$ cat config.mk
export PLATFORM = sky130hd
export DESIGN_NAME = vga_sync_decoder
export DESIGN_NICKNAME = d
export VERILOG_FILES = /design/src/rtl/vga_sync_decoder.sv
export SDC_FILE = /design/constraint.sdc
export NUM_CORES = 1
export LEC_CHECK = 0
export CAP_MARGIN = 0
export CELL_PAD_IN_SITES_DETAIL_PLACEMENT = 0
export CELL_PAD_IN_SITES_GLOBAL_PLACEMENT = 1
export CORE_MARGIN = 4
export CORE_UTILIZATION = 30
export DETAILED_ROUTE_END_ITERATION = 8
export PLACE_DENSITY_LB_ADDON = 0.1
export SKIP_CTS_REPAIR_TIMING = 1
export SLEW_MARGIN = 20
export SYNTH_ARGS = -nofsm -noshare
export SYNTH_HDL_FRONTEND = slang
export SYNTH_SLANG_ARGS = --single-unit
$ cat constraint.sdc
create_clock -name clk_pix -period 3.3 [get_ports clk_pix]
set_clock_uncertainty 0.05 [all_clocks]
set_input_delay 0.66 -clock clk_pix [delete_from_list [all_inputs] [get_ports clk_pix]]
set_output_delay 0.66 -clock clk_pix [all_outputs]
set_load 0.005 [all_outputs]
$ cat src/rtl/vga_sync_decoder.sv
// vga_sync_decoder: recovers pixel coordinates, line/frame strobes, geometry and lock state from a raw sync/de/RGB stream
// Ports: clk_pix/rst_pix_n pixel clock and async active-low reset; hsync/vsync/de/r_in/g_in/b_in raw input stream;
//        sx/sy/px_valid/r_out/g_out/b_out pixel-aligned coordinates and colour; line_start/frame_start strobes;
//        line_len/frame_lines measured geometry; locked geometry confirmed; sync_err one-cycle error pulse.
module vga_sync_decoder #(
    parameter int CORDW       = 10,
    parameter int H_RES       = 640,
    parameter int V_RES       = 480,
    parameter bit SYNC_POL    = 1'b0,
    parameter int LOCK_FRAMES = 2
) (
    input  logic             clk_pix,
    input  logic             rst_pix_n,
    input  logic             hsync,
    input  logic             vsync,
    input  logic             de,
    input  logic [7:0]       r_in,
    input  logic [7:0]       g_in,
    input  logic [7:0]       b_in,
    output logic [CORDW-1:0] sx,
    output logic [CORDW-1:0] sy,
    output logic             px_valid,
    output logic [7:0]       r_out,
    output logic [7:0]       g_out,
    output logic [7:0]       b_out,
    output logic             line_start,
    output logic             frame_start,
    output logic [CORDW-1:0] line_len,
    output logic [CORDW-1:0] frame_lines,
    output logic             locked,
    output logic             sync_err
);
    localparam int CW = $clog2(LOCK_FRAMES + 1);
    localparam logic [1:0] SEARCH = 2'd0;
    localparam logic [1:0] TRAIN  = 2'd1;
    localparam logic [1:0] LOCKED = 2'd2;
    localparam logic [CORDW-1:0] MAX = '1;

    logic             hs1_q, vs1_q, de1_q, de_p_q, vs_p_q;
    logic [23:0]      rgb1_q, rgb_q;
    logic [CORDW-1:0] sx_q, sx_d, sy_q, sy_d, ll_q, ll_d, fl_q, fl_d;
    logic             pv_q, ls_q, fs_q, lk_q, err_q, err_d;
    logic             lbad_q, lbad_d, fbad_q, fbad_d, ovf_q, ovf_d;
    logic [1:0]       st_q, st_d;
    logic [CW-1:0]    cnt_q, cnt_d;
    logic             rise, fall, fs_ev, hs_err, sat, line_bad, clean, lock_err;
    logic [CORDW-1:0] sx_inc, sy_inc, lines;

    always_comb begin
        rise     = de1_q & ~de_p_q;
        fall     = ~de1_q & de_p_q;
        fs_ev    = vs1_q & ~vs_p_q;
        hs_err   = de1_q & hs1_q;
        // ovf_q limits the overflow error to one pulse per line
        sat      = de1_q & ~rise & (sx_q == MAX) & ~ovf_q;
        sx_inc   = (sx_q == MAX) ? MAX : sx_q + 1'b1;
        sy_inc   = (sy_q == MAX) ? MAX : sy_q + 1'b1;
        line_bad = fall & (lbad_q | (sx_inc != CORDW'(H_RES)));
        // a line ending in the same cycle as the vsync edge belongs to the closing frame
        lines    = fall ? sy_inc : sy_q;
        clean    = (lines == CORDW'(V_RES)) & ~fbad_q & ~line_bad;
        sx_d     = rise ? '0 : de1_q ? sx_inc : sx_q;
        sy_d     = fs_ev ? '0 : fall ? sy_inc : sy_q;
        ll_d     = fall ? sx_inc : ll_q;
        fl_d     = fs_ev ? lines : fl_q;
        ovf_d    = ~rise & (ovf_q | sat);
        lbad_d   = rise ? hs_err : lbad_q | hs_err;
        fbad_d   = ~fs_ev & (fbad_q | line_bad);
        st_d     = st_q;
        cnt_d    = cnt_q;
        lock_err = 1'b0;
        if (line_bad && st_q == LOCKED) begin
            st_d     = TRAIN;
            cnt_d    = '0;
            lock_err = 1'b1;
        end
        if (fs_ev) begin
            if (st_d == SEARCH) begin
                st_d  = TRAIN;
                cnt_d = '0;
            end else if (!clean) begin
                st_d     = TRAIN;
                cnt_d    = '0;
                lock_err = 1'b1;
            end else if (st_d == TRAIN) begin
                cnt_d = cnt_q + 1'b1;
                st_d  = (cnt_d == CW'(LOCK_FRAMES)) ? LOCKED : TRAIN;
            end
        end
        err_d = sat | hs_err | (fall & (sy_q == MAX)) | lock_err;
    end

    always_ff @(posedge clk_pix or negedge rst_pix_n) begin
        if (!rst_pix_n) begin
            hs1_q  <= 1'b0;
            vs1_q  <= 1'b0;
            de1_q  <= 1'b0;
            de_p_q <= 1'b0;
            vs_p_q <= 1'b0;
            rgb1_q <= '0;
            rgb_q  <= '0;
            sx_q   <= '0;
            sy_q   <= '0;
            ll_q   <= '0;
            fl_q   <= '0;
            pv_q   <= 1'b0;
            ls_q   <= 1'b0;
            fs_q   <= 1'b0;
            lk_q   <= 1'b0;
            err_q  <= 1'b0;
            lbad_q <= 1'b0;
            fbad_q <= 1'b0;
            ovf_q  <= 1'b0;
            st_q   <= SEARCH;
            cnt_q  <= '0;
        end else begin
            hs1_q  <= SYNC_POL ? hsync : ~hsync;
            vs1_q  <= SYNC_POL ? vsync : ~vsync;
            de1_q  <= de;
            de_p_q <= de1_q;
            vs_p_q <= vs1_q;
            rgb1_q <= {r_in, g_in, b_in};
            rgb_q  <= rgb1_q;
            sx_q   <= sx_d;
            sy_q   <= sy_d;
            ll_q   <= ll_d;
            fl_q   <= fl_d;
            pv_q   <= de1_q;
            ls_q   <= rise;
            fs_q   <= fs_ev;
            // locked trails the state so a drop shows up the cycle after its error pulse
            lk_q   <= (st_q == LOCKED);
            err_q  <= err_d;
            lbad_q <= lbad_d;
            fbad_q <= fbad_d;
            ovf_q  <= ovf_d;
            st_q   <= st_d;
            cnt_q  <= cnt_d;
        end
    end

    assign sx                    = sx_q;
    assign sy                    = sy_q;
    assign px_valid              = pv_q;
    assign {r_out, g_out, b_out} = rgb_q;
    assign line_start            = ls_q;
    assign frame_start           = fs_q;
    assign line_len              = ll_q;
    assign frame_lines           = fl_q;
    assign locked                = lk_q;
    assign sync_err              = err_q;
endmodule
Yosys cells after proc, flatten, opt, wreduce, memory -nomap -nowiden
Index checks and enable logic that the tools add are counted.

ROM bits: 0. Logic and storage cells: 85. Output and inout port bits: 69. RAM bits: 0. Memories: 0. Input bits: 29. Register bits: 104. Bits in latches: 0.

Shifts and indexed selects: 0. Add/sub/neg operators: 3. Reduce and logical (&&, ||, !) cells: 3. Bitwise operators: 30. $mul: 0. Order comparisons: 0. Div/mod/pow operators: 0. Eq/ne operators: 7. Multiplexer cells: 22.

Operator list (count): 10-bit 2-to-1 mux (6); 2-bit 2-to-1 mux (11); 10-bit by 1-bit adder with 10-bit output (second input constant) (2); 10-bit == test (second input constant) (2); 1-bit AND (13); 10-bit by 9-bit == test with 1-bit output (second input constant) (1); 10-bit != test (second input constant) (1); 1-bit inverter (10); 1-bit OR (7); 1-bit 2-to-1 mux (5); 2-bit == test (second input constant) (2); 2-bit by 1-bit adder with 2-bit output (second input constant) (1); 2-bit by 1-bit == test with 1-bit output (second input constant) (1); 2-bit zero test (1); 2-bit nonzero test (1); 1-bit logical AND (1).

Longest topological paths before layout
Word-level depth: 12. Depth in mapped cells: 8. Depth with buffers taken out: 7.

Worst setup path after synthesis
OpenSTA, ideal clock, no wires.

Path kind: flip-flop to flip-flop. From: reg sx_q[1] (netlist: sx[1]). To: reg cnt_q[1]. Cell stages (with the launch flop): 9. Path buffers: 1. Slack: 661 ps. Arrival: 2502 ps. Setup time: 87 ps. Clock period less this slack: 2639 ps. Data required time: 3163 ps. Cell sequence: dfrtp_1 -> ha_1 -> clkbuf_1 -> nand3_1 -> xnor2_1 -> a2111oi_4 -> a31oi_4 -> or4_4 -> a211oi_2.

Word-level cells in the longest chain between the ends: 12. Elaborated cells on any way between the ends: 17. Those cells by class: add/sub (1); eq/ne (3); mux (7); bitwise (4); reduce/logical (2).

RTL lines: from (decl) (line 41) `logic [CORDW-1:0] sx_q, sx_d, sy_q, sy_d, ll_q, ll_d, fl_q, fl_d;`; from (signal assigned) (line 102) `sx_q <= '0;`; from (signal assigned) (line 124) `sx_q <= sx_d;`; 10-bit by 1-bit adder with 10-bit output or 10-bit == test (tied branches) (line 56) `sx_inc = (sx_q == MAX) ? MAX : sx_q + 1'b1;`; 10-bit 2-to-1 mux * (line 56); 10-bit != test * (line 58) `line_bad = fall & (lbad_q | (sx_inc != CORDW'(H_RES)));`; 1-bit OR * (line 58); 1-bit AND * (line 58); 1-bit logical AND (line 72) `if (line_bad && st_q == LOCKED) begin`; 2-bit 2-to-1 mux (line 72); 2-bit by 1-bit == test with 1-bit output (line 85) `end else if (st_d == TRAIN) begin`; 2-bit 2-to-1 mux (line 85); 2-bit 2-to-1 mux (line 81) `end else if (!clean) begin`; 2-bit 2-to-1 mux (line 78) `if (st_d == SEARCH) begin`; 2-bit 2-to-1 mux * (line 77) `if (fs_ev) begin`; net cnt_d[1] (line 45) `logic [CW-1:0] cnt_q, cnt_d;`; to (signal assigned) (line 138) `cnt_q <= cnt_d;`; to (decl) (line 45).

The timed path passes the listed nets; every way through them passes the cells marked *. A chain may end at the register's enable or synchronous reset.

Worst setup path after layout
From: reg sx_q[2] (netlist: sx[2]). To: reg cnt_q[1].

Same word-level chain as after synthesis.

==> flow_summary.ini <==
[worst_setup_path]
timing.critical_path.buf_inv = 0
worstPathCellList = nand4_2, or4_4, a2111oi_4, a31oi_4, or4_4, a211oi_2
crit_top_cell = or4_4
worstReg2RegStart = sx[2]
critPathArrivalTime_ns = 3.10
cpPeakStageDelay_ns = 0.59
endpoint_kind = flip-flop
crit_path_top_delay_cell = or4_4
crit_start = sx[2]
path_max_fanout = 10
worstSetupStartpointType = flip-flop
critPathKind = reg -> reg
cpLargestDelayFamily = simple AND/OR/NAND/NOR gates
critPathRequiredTime_ns = 3.52

[timing]
finalSetupTns_ns = 0
max_freq_mhz = 347
hold_viol = 0
maxSlewViolCount = 0
finalCritPeriodShare_pct = 87.4
min_period_ns = 2.88
tightest_slew_ns = 0.870
rsz0062_at_grt = no
finalSetupViolCount = 0
relSlewSlack_pct = 41.8
setup_slack_ns = 0.417

[hold_path]
min_path_type = reg -> reg
min_from = rgb1_q[2]

[drt]
ant_nets = 0
wl_per_cell_microns = 15.9
viasPerCell = 4.81
dr.pass1.iters = 6
vias = 3096
finalWirelength_microns = 10200
drt_iter0_drc = 121
drc_errors = 0

[synthesis]
yosys_warnings = 0
ys_seq_area_share_pct = 63.1
yosys_register_bits = 104
netlist_area_sq_mm = 0.00412
synth.top_cell.area_share_pct = 63.1
ys_async_sr_fraction_pct = 100
synth.area.top_cells = dfrtp_1 63%, o21ai_0 4.2%, nand2_1 4.0%, nor2_1 2.3%, nand3_1 2.1%
synthFlopType = dfrtp_1
yosys.cell_types.count = 55
synth_area_per_cell_sq_um = 11.1
synth_cells = 371
synth_edf_count = 0
synth_top_area_cell = dfrtp_1
synth_fp_nets = 403

[global_routing]
antenna_found_initial = 0
track_usage_pct = 13.4
overflow = 0
grt_pass1_wl_microns = 16800
grt_pass1_vias = 3215
grt_max_degree = 60

[finish]
layout.area.seq_sq_mm = 0.00260
nets = 495
drive_above_1_share_pct = 7.91
multi_input_area_sq_mm = 0.00137
syn2layout_area_growth_pct = 35.1
post-route-util_pct = 41.8
diodes = 0
fillers = 1344

[clocking]
cts_tree = built
clock_latency_ns = 0.35
cts_root_buf = clkbuf_16
cts_sinks = 104
cts_buffer_depth = 2
cts_buffers = 9
clkTransAtPathRegs_ns = 0.08
h-tree-depth = 3

[place]
pre_cts_ws_ns = 0.433
place.gp.congestion = 0.773
dp_hpwl_microns = 7250
io_buffers = 97

[power]
vdd.ir_drop.worst_mv = 0.220
power.share.sequential_pct = 51.5
p_leak_uw = 0.00230
cellPowerDensity_mw_per_mm2 = 481
share_comb_of_total_power_pct = 9.5
net-switching-power_uw = 677
internal-power_uw = 2000
p_sw_share_pct = 25.3
clock_power_share_pct = 39.0

[status]
outcome = complete, no violations

[die]
initial_core_util_pct = 30.9
io_pins = 98
row_count = 42
die_w_microns = 125
die_h_microns = 125
dieArea_sq_mm = 0.0157
coreArea_sq_mm = 0.0133

[run]
drv_cap = 0
## synth_stat cells, drive strengths merged (2+ instances only)
library cell  number
nand4              9
nor4               3
a221oi             2
a2bb2oi            2
xor2               3
and4               4
and2               2
o21ai             36
inv               14
o211ai             2
dfrtp            104
nor2              25
o22ai              7
nor2b              4
mux2i              4
a211o              2
a21oi             15
and3               4
xnor2              8
nand2b             4
nand2             44
clkbuf            18
ha                 3
nor3               4
buf                6
or4                2
nand3             17
a31oi              4
and3b              2
## power groups by stage
stage	Combinational [uW]	Clock, uW	Sequential [uW]
floorplan	86.7	0	1390
global placement	259	0	1400
detailed placement	260	0	1400
CTS	261	1080	1380
global route	280	1140	1390
finish	253	1050	1380
## per-stage QoR
stage	instances	area, sq um	hold slack [ns]	power, uW
floorplan	371	4120	0.281	1480
global placement	628	5280	0.281	1660
detailed placement	628	5280	0.286	1660
CTS	644	5570	0.303	2720
global route	644	5570	0.305	2810
finish	644	5570	0.300	2680
## flip-flops by register name, summed over array words and instances, names as in the netlist, 2 cells and up
name	cells
frame_lines	10
rgb_q	24
sy	10
st_q	2
rgb1_q	24
cnt_q	2
line_len	10
sx	10
## layout make-up
type                    count  share of cell area [%]
multi-input cells         229                    24.5
repair buffers            105                    18.7
clock buffers               9                    4.04
well taps                 176                    3.95
inverters                  14                   0.943
flip-flops and latches    104                    46.7
clock inverters             7                    1.19
## cell usage in the layout (no fill, tap or decap), types with 7 or more instances in the layout
cell type	Yosys	final
a21oi_1	15	15
clkdlybuf4s50_1	0	96
buf_4	1	8
inv_1	14	14
o22ai_1	7	7
dfrtp_1	104	104
nand2_1	44	44
xnor2_1	8	8
o21ai_0	35	35
nand3_1	17	17
nand4_1	8	8
clkbuf_16	0	9
nor2_1	25	25
## worst paths after layout
| kind | end | slack [ns] | cells past startpoint |
|---|---|---|---|
| setup / recovery | cnt_q[1] | 0.42 | 6 |
| hold / removal | rgb_q[2] | 0.30 | 0 |
| setup reg to reg | cnt_q[1] | 0.42 | 6 |
| hold reg to reg | rgb_q[2] | 0.30 | 0 |
| max in group asynchronous | frame_lines[7] | 2.17 | 2 |
| min in group asynchronous | line_len[5] | 0.32 | 1 |
## worst reg2reg max path: stages, from the launching register on
cell	delay [ns]
dfrtp_1	0.53
nand4_2	0.18
or4_4	0.53
a2111oi_4	0.49
a31oi_4	0.21
or4_4	0.59
a211oi_2	0.23
## metal layers
metal,vias to the layer above,track usage [%],part of all wire (%)
met1,1521,16.9,44
li1,1478,-,-
met5,-,0,0
met2,82,20.8,46
met4,0,5.80,2.1
met3,15,4.90,7.1
## cell families after synthesis
group / after synthesis / share of synthesized area, %
AND/OR/NAND/NOR: 127 / 15.4
flip-flops: 104 / 63.1
AO/OA/AOI/OAI: 83 / 13.2
buffers and inverters: 38 / 3.79
XOR/XNOR: 11 / 2.34
multiplexers: 5 / 1.24
adder cells (fa/ha/maj): 3 / 0.910
(Power assumes the default switching activity.)
